`src/rtl/wb_uart_rx.sv`:
```
// Wishbone-slave UART receiver: 8N1 deserialiser at a fixed bit period feeding a
// byte FIFO, with DATA/STATUS registers and a level interrupt while data is pending.
module wb_uart_rx #(
    parameter int CLK_DIV    = 217,
    parameter int FIFO_DEPTH = 16
) (
    input  logic        clk,
    input  logic        rst,
    input  logic        rxd,
    input  logic        cyc_i,
    input  logic        stb_i,
    input  logic        we_i,
    input  logic [29:0] adr_i,
    input  logic [31:0] dat_i,
    input  logic [3:0]  sel_i,
    output logic        ack_o,
    output logic [31:0] dat_o,
    output logic        irq_o
);
    localparam int CW = $clog2(CLK_DIV);
    localparam int AW = $clog2(FIFO_DEPTH);
    localparam logic [CW-1:0] HALF_LD = CW'(CLK_DIV / 2 - 1);
    localparam logic [CW-1:0] FULL_LD = CW'(CLK_DIV - 1);
    localparam logic [AW:0]   DEPTH_V = (AW + 1)'(FIFO_DEPTH);

    localparam logic [1:0] ST_IDLE  = 2'd0;
    localparam logic [1:0] ST_START = 2'd1;
    localparam logic [1:0] ST_DATA  = 2'd2;
    localparam logic [1:0] ST_STOP  = 2'd3;

    logic unused_ok;
    assign unused_ok = ^{dat_i, sel_i, adr_i[29:1]};

    logic rx_s1, rx_s2, rx_prev;
    logic fall;

    always_ff @(posedge clk) begin
        if (rst) begin
            rx_s1   <= 1'b1;
            rx_s2   <= 1'b1;
            rx_prev <= 1'b1;
        end else begin
            rx_s1   <= rxd;
            rx_s2   <= rx_s1;
            rx_prev <= rx_s2;
        end
    end

    // Edge-triggered start: a line parked low after a bad stop bit cannot restart.
    assign fall = rx_prev & ~rx_s2;

    logic [1:0]    state;
    logic [CW-1:0] cnt;
    logic [2:0]    bitcnt;
    logic [7:0]    shreg;
    logic          tick;

    assign tick = (cnt == '0);

    always_ff @(posedge clk) begin
        if (rst) begin
            state  <= ST_IDLE;
            cnt    <= '0;
            bitcnt <= '0;
            shreg  <= '0;
        end else begin
            case (state)
                ST_IDLE: begin
                    if (fall) begin
                        state <= ST_START;
                        cnt   <= HALF_LD;
                    end
                end
                ST_START: begin
                    if (tick) begin
                        if (!rx_s2) begin
                            state  <= ST_DATA;
                            cnt    <= FULL_LD;
                            bitcnt <= '0;
                        end else begin
                            state <= ST_IDLE;
                        end
                    end else begin
                        cnt <= cnt - 1'b1;
                    end
                end
                ST_DATA: begin
                    if (tick) begin
                        shreg  <= {rx_s2, shreg[7:1]};
                        cnt    <= FULL_LD;
                        bitcnt <= bitcnt + 1'b1;
                        if (bitcnt == 3'd7) state <= ST_STOP;
                    end else begin
                        cnt <= cnt - 1'b1;
                    end
                end
                ST_STOP: begin
                    if (tick) state <= ST_IDLE;
                    else      cnt   <= cnt - 1'b1;
                end
                default: state <= ST_IDLE;
            endcase
        end
    end

    logic stop_tick, push_req, ferr_set;
    assign stop_tick = (state == ST_STOP) && tick;
    assign push_req  = stop_tick & rx_s2;
    assign ferr_set  = stop_tick & ~rx_s2;

    logic [7:0]  mem [FIFO_DEPTH];
    logic [AW:0] wptr, rptr, fcount;
    logic        full, empty, push, pop, ovr_set;

    assign fcount  = wptr - rptr;
    assign full    = (fcount == DEPTH_V);
    assign empty   = (fcount == '0);
    // Fullness is judged before any same-cycle pop, so a pop never makes room for a push.
    assign push    = push_req & ~full;
    assign ovr_set = push_req & full;

    logic req, rd_data, rd_stat;
    assign req     = cyc_i & stb_i & ~ack_o;
    assign rd_data = req & ~we_i & ~adr_i[0];
    assign rd_stat = req & ~we_i &  adr_i[0];
    assign pop     = rd_data & ~empty;

    always_ff @(posedge clk) begin
        if (push) mem[wptr[AW-1:0]] <= shreg;
    end

    always_ff @(posedge clk) begin
        if (rst) begin
            wptr <= '0;
            rptr <= '0;
        end else begin
            if (push) wptr <= wptr + 1'b1;
            if (pop)  rptr <= rptr + 1'b1;
        end
    end

    logic        overrun, frame_err;
    logic [7:0]  count8;
    logic [31:0] status_word;

    assign count8      = 8'(fcount);
    assign status_word = {16'h0, count8, 4'h0, frame_err, overrun, full, ~empty};

    always_ff @(posedge clk) begin
        if (rst) begin
            ack_o     <= 1'b0;
            dat_o     <= '0;
            irq_o     <= 1'b0;
            overrun   <= 1'b0;
            frame_err <= 1'b0;
        end else begin
            ack_o <= req;
            if (rd_data)
                dat_o <= empty ? 32'h0 : {24'h0, mem[rptr[AW-1:0]]};
            else if (rd_stat)
                dat_o <= status_word;
            else
                dat_o <= '0;
            irq_o     <= ~empty;
            // A same-cycle set beats the read-to-clear.
            overrun   <= ovr_set  | (overrun   & ~rd_stat);
            frame_err <= ferr_set | (frame_err & ~rd_stat);
        end
    end

endmodule
```
`config.mk`:
```
export PLATFORM = sky130hd
export DESIGN_NAME = wb_uart_rx
export DESIGN_NICKNAME = d
export VERILOG_FILES = /design/src/rtl/wb_uart_rx.sv
export SDC_FILE = /design/constraint.sdc
export NUM_CORES = 1
export LEC_CHECK = 0
export CAP_MARGIN = 10
export CORE_MARGIN = 2
export CORE_UTILIZATION = 50
export CTS_CLUSTER_SIZE = 8
export DETAILED_ROUTE_END_ITERATION = 8
export PLACE_DENSITY = 0.79
export SYNTH_ARGS = -nofsm -noshare
export SYNTH_HDL_FRONTEND = slang
export SYNTH_SLANG_ARGS = --single-unit
```
`constraint.sdc`:
```
create_clock -name clk -period 2.63 [get_ports clk]
set_clock_uncertainty 0.15 [all_clocks]
set_input_delay 0.526 -clock clk [delete_from_list [all_inputs] [get_ports clk]]
set_output_delay 0.526 -clock clk [all_outputs]
set_load 0.1 [all_outputs]
```
* Yosys cells after proc, flatten, opt, wreduce, memory -nomap -nowiden
Memory sizes are Yosys's and may differ from the RTL's. A register that Yosys moved wholly into a read port is not among the register bits.
Index checks and enable logic that the tools add are counted.
** Word-level totals
- Flip-flop bits (word level) :: 70
- Word-level logic and storage cells :: 88
- Memory bits (writable) :: 128
- Input bits :: 72
- Memories kept :: 1
** Memory list
- mem :: words 16, bits a word 8, rd ports 1, clocked after memory_dff 1, wr ports 1, RTL line 111 : logic [7:0] mem [FIFO_DEPTH];
** Cells by class
- Eq/ne operators :: 13
- Bitwise logic cells :: 22
- Multiplexer cells :: 24
- Add/subtract/negate cells :: 5
- Reduce and logical (&&, ||, !) cells :: 9
** Operator list (count)
- 2-to-1 mux 8 bit :: 6
- case mux 8 bit (4 select lines) :: 1
- 2-to-1 mux 13 bit :: 2
- != test 2 bit, second input constant :: 7
- bitwise AND 1 bit :: 13
- 2-to-1 mux 2 bit :: 6
- adder 5 x 1 -> 5 bit, second input constant :: 2
- 2-to-1 mux 3 bit :: 3
- logical NOT 8 bit :: 1
- 2-to-1 mux 4 bit :: 2
- case mux 2 bit (4 select lines) :: 1
- subtractor 8 x 1 -> 8 bit, second input constant :: 1
- inverter 1 bit :: 7
- case mux 3 bit (2 select lines) :: 1
- == test 5 bit, second input constant :: 1
- logical NOT 5 bit :: 1
- AND reduction 5 bit :: 1
- subtractor 5 bit :: 1
- == test 2 bit, second input constant :: 2
- AND reduction 4 bit :: 1
- adder 3 x 1 -> 3 bit, second input constant :: 1
- == test 3 bit, second input constant :: 1
- != test 3 bit, second input constant :: 1
- AND reduction 3 bit :: 1
- 7 further kinds :: 9

* Logic depth before layout (Yosys ltp)
Gate-level depths: netlist of the first run.
- Depth in word-level cells :: 7
- Depth in mapped cells :: 9
- Gate-level depth less buffers :: 8

* Worst setup path after synthesis of the first run
Ideal clock, no wire load.
- Path kind :: register -> register
- From :: register wptr[0]
- To :: memory mem[4][0] (enable)
- Arrival :: 2.400 ns
- Setup slack :: -0.252 ns
- Buffers on the path :: 1
- Cell stages (with the launch flop) :: 10
- Data required time :: 2.148 ns
- Setup time :: 0.332 ns
- Period minus slack after synthesis :: 2.882 ns
- Path through :: dfxtp_1 > inv_1 > ha_1 > fa_1 > nand2b_1 > a21oi_1 > xnor2_1 > a21boi_4 > buf_2 > and3_1
** Between the ends
- Word-level cells in the longest chain between the ends :: 6
** RTL lines
- start, declared :: RTL line 112 : logic [AW:0] wptr, rptr, fcount;
- start signal, assigned :: RTL line 137 : if (push) wptr <= wptr + 1'b1;
- subtractor 5 bit :: RTL line 115 : assign fcount = wptr - rptr;
- == test 5 bit :: RTL line 116 : assign full = (fcount == DEPTH_V);
- inverter 1 bit :: RTL line 119 : assign push = push_req & ~full;
- bitwise AND 1 bit :: RTL line 119
- 2-to-1 mux 1 bit :: RTL line 129 : if (push) mem[wptr[AW-1:0]] <= shreg;
- 2-to-1 mux 1 bit (not written as such) :: RTL line 129
- end, declared :: RTL line 111
Parallel ways exist; a longest one is shown, timed or not.

* Worst setup path in the final report of the first run
- From :: register wptr[0]
- To :: memory mem[11][5] (enable)
Same word-level chain as after synthesis.

==> qor.yml, run 1 <==
final_cell_mix: "edfxtp_1, dfxtp_1, buf_4"
cp_max_fo: 9
r2r_slack_ns: 0.02
wl_per_cell_um: 20.2
start_util_pct: 51.3
hp-start: "rx_s1$_SDFF_PP1_"
cts_hold_buf: 0
drtPass1Iterations: 5
hold_depth: 1
rows: 45
yosys_warnings: 0
synthFlopType: "edfxtp_1"
fin_util_pct: 60.4
grt-ovfl-total: 0
synth_cell_type_count: 58
io_buffer_count: 21
grt_pass1_wl_um: 24700
globalplace.congestion: 0.897
max_freq_ghz: 0.384
crit_path_end_kind: "flip-flop"
vias: 4697
grt.total_usage_pct: 20.1
hold_end: "rx_s2$_SDFF_PP1_"
die_w_um: 129
numCtsBuffers: 17
finalSetupTns_ns: 0
status: "complete, no violations"
rr_endpoint: "mem[11][5]$_DFFE_PP_"
netlist_area_mm2: 0.00780
cp_data_required_time_ns: 2.63
ys_ff_latch: 183
cp_cell_sequence: "inv_2, ha_4, fa_2, and3b_1, nand4_1, nand2_2, a21boi_4, buf_12, and3_4, buf_12"
avgSynthCellArea_um2: 14.5
wl_um: 16000
drc: 0
insertion_delay_ns: 0.44
leakage_nw: 3.19
dp_hpwl_um: 10400
worstPathArrival_ns: 2.61
grt_pass1_vias: 4616
worstMarginPinSlew_ns: 0.671
cts_tree: "yes"
viasPerCell: 5.91
worst_path_most_repeated_cell: "buf_12"
final_nets: 684
synthCells: 539
drv_slew: 0
die_area_mm2: 0.0166
insertedDiodeCount: 0
coreArea_mm2: 0.0152
drtIter0Drc: 440
antenna_found_initial: 0
fin_crit_ns: 2.61
die_h_um: 129
htreeDepth: 4
antenna_left: 0
rr_worst_depth: 10
cp_top_family: "simple AND/OR/NAND/NOR gates"
fin_area_mm2: 0.00918
timing.rr.start: "wptr[0]$_SDFFE_PP0P_"
yosysSeqAreaShare_pct: 63.4
synth_edf_count: 128
criticalPathCategory: "flip-flop to flip-flop"
max_stage_delay_ns: 0.44
cts.clk_slew.worst_paths_ns: 0.07
max-slew-margin-rel_pct: 55.2
async_flop_share_pct: 0
clk_path_buf_depth: 2
area_delta_synth_final_pct: 17.7
peakVddDrop_v: 0.000539
grt_max_degree: 25
hold_violations: 0
cap_violations: 0
fin_crit_sh_pct: 99.1
drive_gt1_share_pct: 29.3
root_buffer: "clkbuf_16"
crit_slowest_cell: "fa_2"
worst-path-buf-inv: 3
hp-class: "flip-flop to flip-flop"
placed_area_mm2: 0.00844
io_pins: 106
cts_sinks: 183
power_density_mw_per_mm2: 666
setup_viol_count_final: 0
crit_path_start_kind: "flip-flop"
layout_commonest_cell: "edfxtp_1"
-- where the power goes --
part | internal [mW] | leakage, nW | switching (mW)
clock network | 1.41 | 0.295 | 1.10
logic | 0.152 | 1.26 | 0.362
registers | 3.07 | 1.63 | 0.0258
-- flip-flops by register name (all words and copies together) (netlist names), named ones only --
signal / cells
frame_err: 1
rx_prev: 1
irq_o: 1
shreg: 8
mem: 128
ack_o: 1
cnt: 8
rx_s2: 1
state: 1
rptr: 5
wptr: 5
overrun: 1
rx_s1: 1
bitcnt: 3
dat_o: 13
-- how the worst max path moves through the flow --
| stage | endpoint | start | cells after the start |
|---|---|---|---|
| final | mem[11][5]$_DFFE_PP_ | wptr[0]$_SDFFE_PP0P_ | 10 |
| after global routing | mem[11][4]$_DFFE_PP_ | cnt[0]$_SDFFE_PP0P_ | 8 |
| after CTS | mem[11][4]$_DFFE_PP_ | wptr[0]$_SDFFE_PP0P_ | 10 |
| after detailed placement | mem[11][5]$_DFFE_PP_ | wptr[0]$_SDFFE_PP0P_ | 9 |
| after global placement | mem[14][6]$_DFFE_PP_ | wptr[0]$_SDFFE_PP0P_ | 9 |
| after floorplan | mem[4][0]$_DFFE_PP_ | wptr[0]$_SDFFE_PP0P_ | 9 |
-- metrics by stage --
step / total power, mW / setup slack, ns / std cells / hold slack [ns]
after floorplan: 3.59 / 0.0295 / 557 / 0.239
after global placement: 3.65 / -0.0726 / 760 / 0.256
after detailed placement: 3.66 / -0.134 / 760 / 0.254
after CTS: 6.13 / 0.00290 / 794 / 0.274
after global routing: 6.31 / -0.00516 / 795 / 0.290
final: 6.12 / 0.0242 / 795 / 0.271
-- cells by family after synthesis --
group                      synth area share, %
and+or+nand+nor                           9.61
DFF                                       63.4
buffers and inverters                     3.96
adders and majority gates                 2.98
other                                   0.0481
xor gates and xnor gates                 0.674
muxes                                     13.2
AOI/OAI and AO/OA                         6.11
-- area by class of cell --
class	instances	area, µm²
fillers	1086	6020
inverters	13	48.8
clock inverters	10	82.6
repair buffers	60	591
flip-flops and latches	183	4950
clock buffers	22	517
well taps	188	235
multi-input cells	319	2760
-- Yosys cell counts, drive strengths merged, types with 2 or more instances --
library cell | instances | area [µm²]
nand3 | 12 | 60.1
mux4 | 33 | 743
xor2 | 3 | 26.3
ha | 17 | 213
a22o | 2 | 17.5
nor3 | 14 | 86.3
mux2i | 12 | 120
inv | 13 | 48.8
nor2b | 14 | 87.6
nor3b | 2 | 15.0
a31oi | 2 | 12.5
buf | 28 | 208
nor4 | 2 | 12.5
or2 | 4 | 25.0
clkbuf | 14 | 52.6
and3 | 17 | 106
a32oi | 3 | 26.3
o2111ai | 2 | 17.5
edfxtp | 128 | 3840
dfxtp | 55 | 1100
a21boi | 3 | 33.8
a211oi | 6 | 50.1
mux2 | 15 | 169
o21ai | 11 | 55.1
nor2 | 39 | 146
nand2 | 20 | 77.6
xnor2 | 3 | 26.3
nand4 | 4 | 25.0
nand2b | 8 | 50.1
a21oi | 35 | 179
-- routing by layer --
layer / GRT usage [%] / share of wire [%] / up-vias
met2: 32.5 / 50 / 159
met5: 0 / 0 / -
met1: 25.9 / 42 / 2380
met4: 8.89 / 2.2 / 0
li1: - / - / 2133
met3: 5.07 / 5.9 / 25
-- repair_timing --
item | in CTS | in global routing
pin swaps | 3 | 2
gates resized for setup | 5 | 14
setup endpoints to repair | 135 | 126
setup buffers | 2 | 0
gates cloned | 0 | 1
Power figures use the tool's default switching activity.
==> run 2, diff against run 1 <==
CAP_MARGIN = 40   (was 10)
==> results of run 2 <==
Final layout, timing and power as in run 1 (identical DEF).
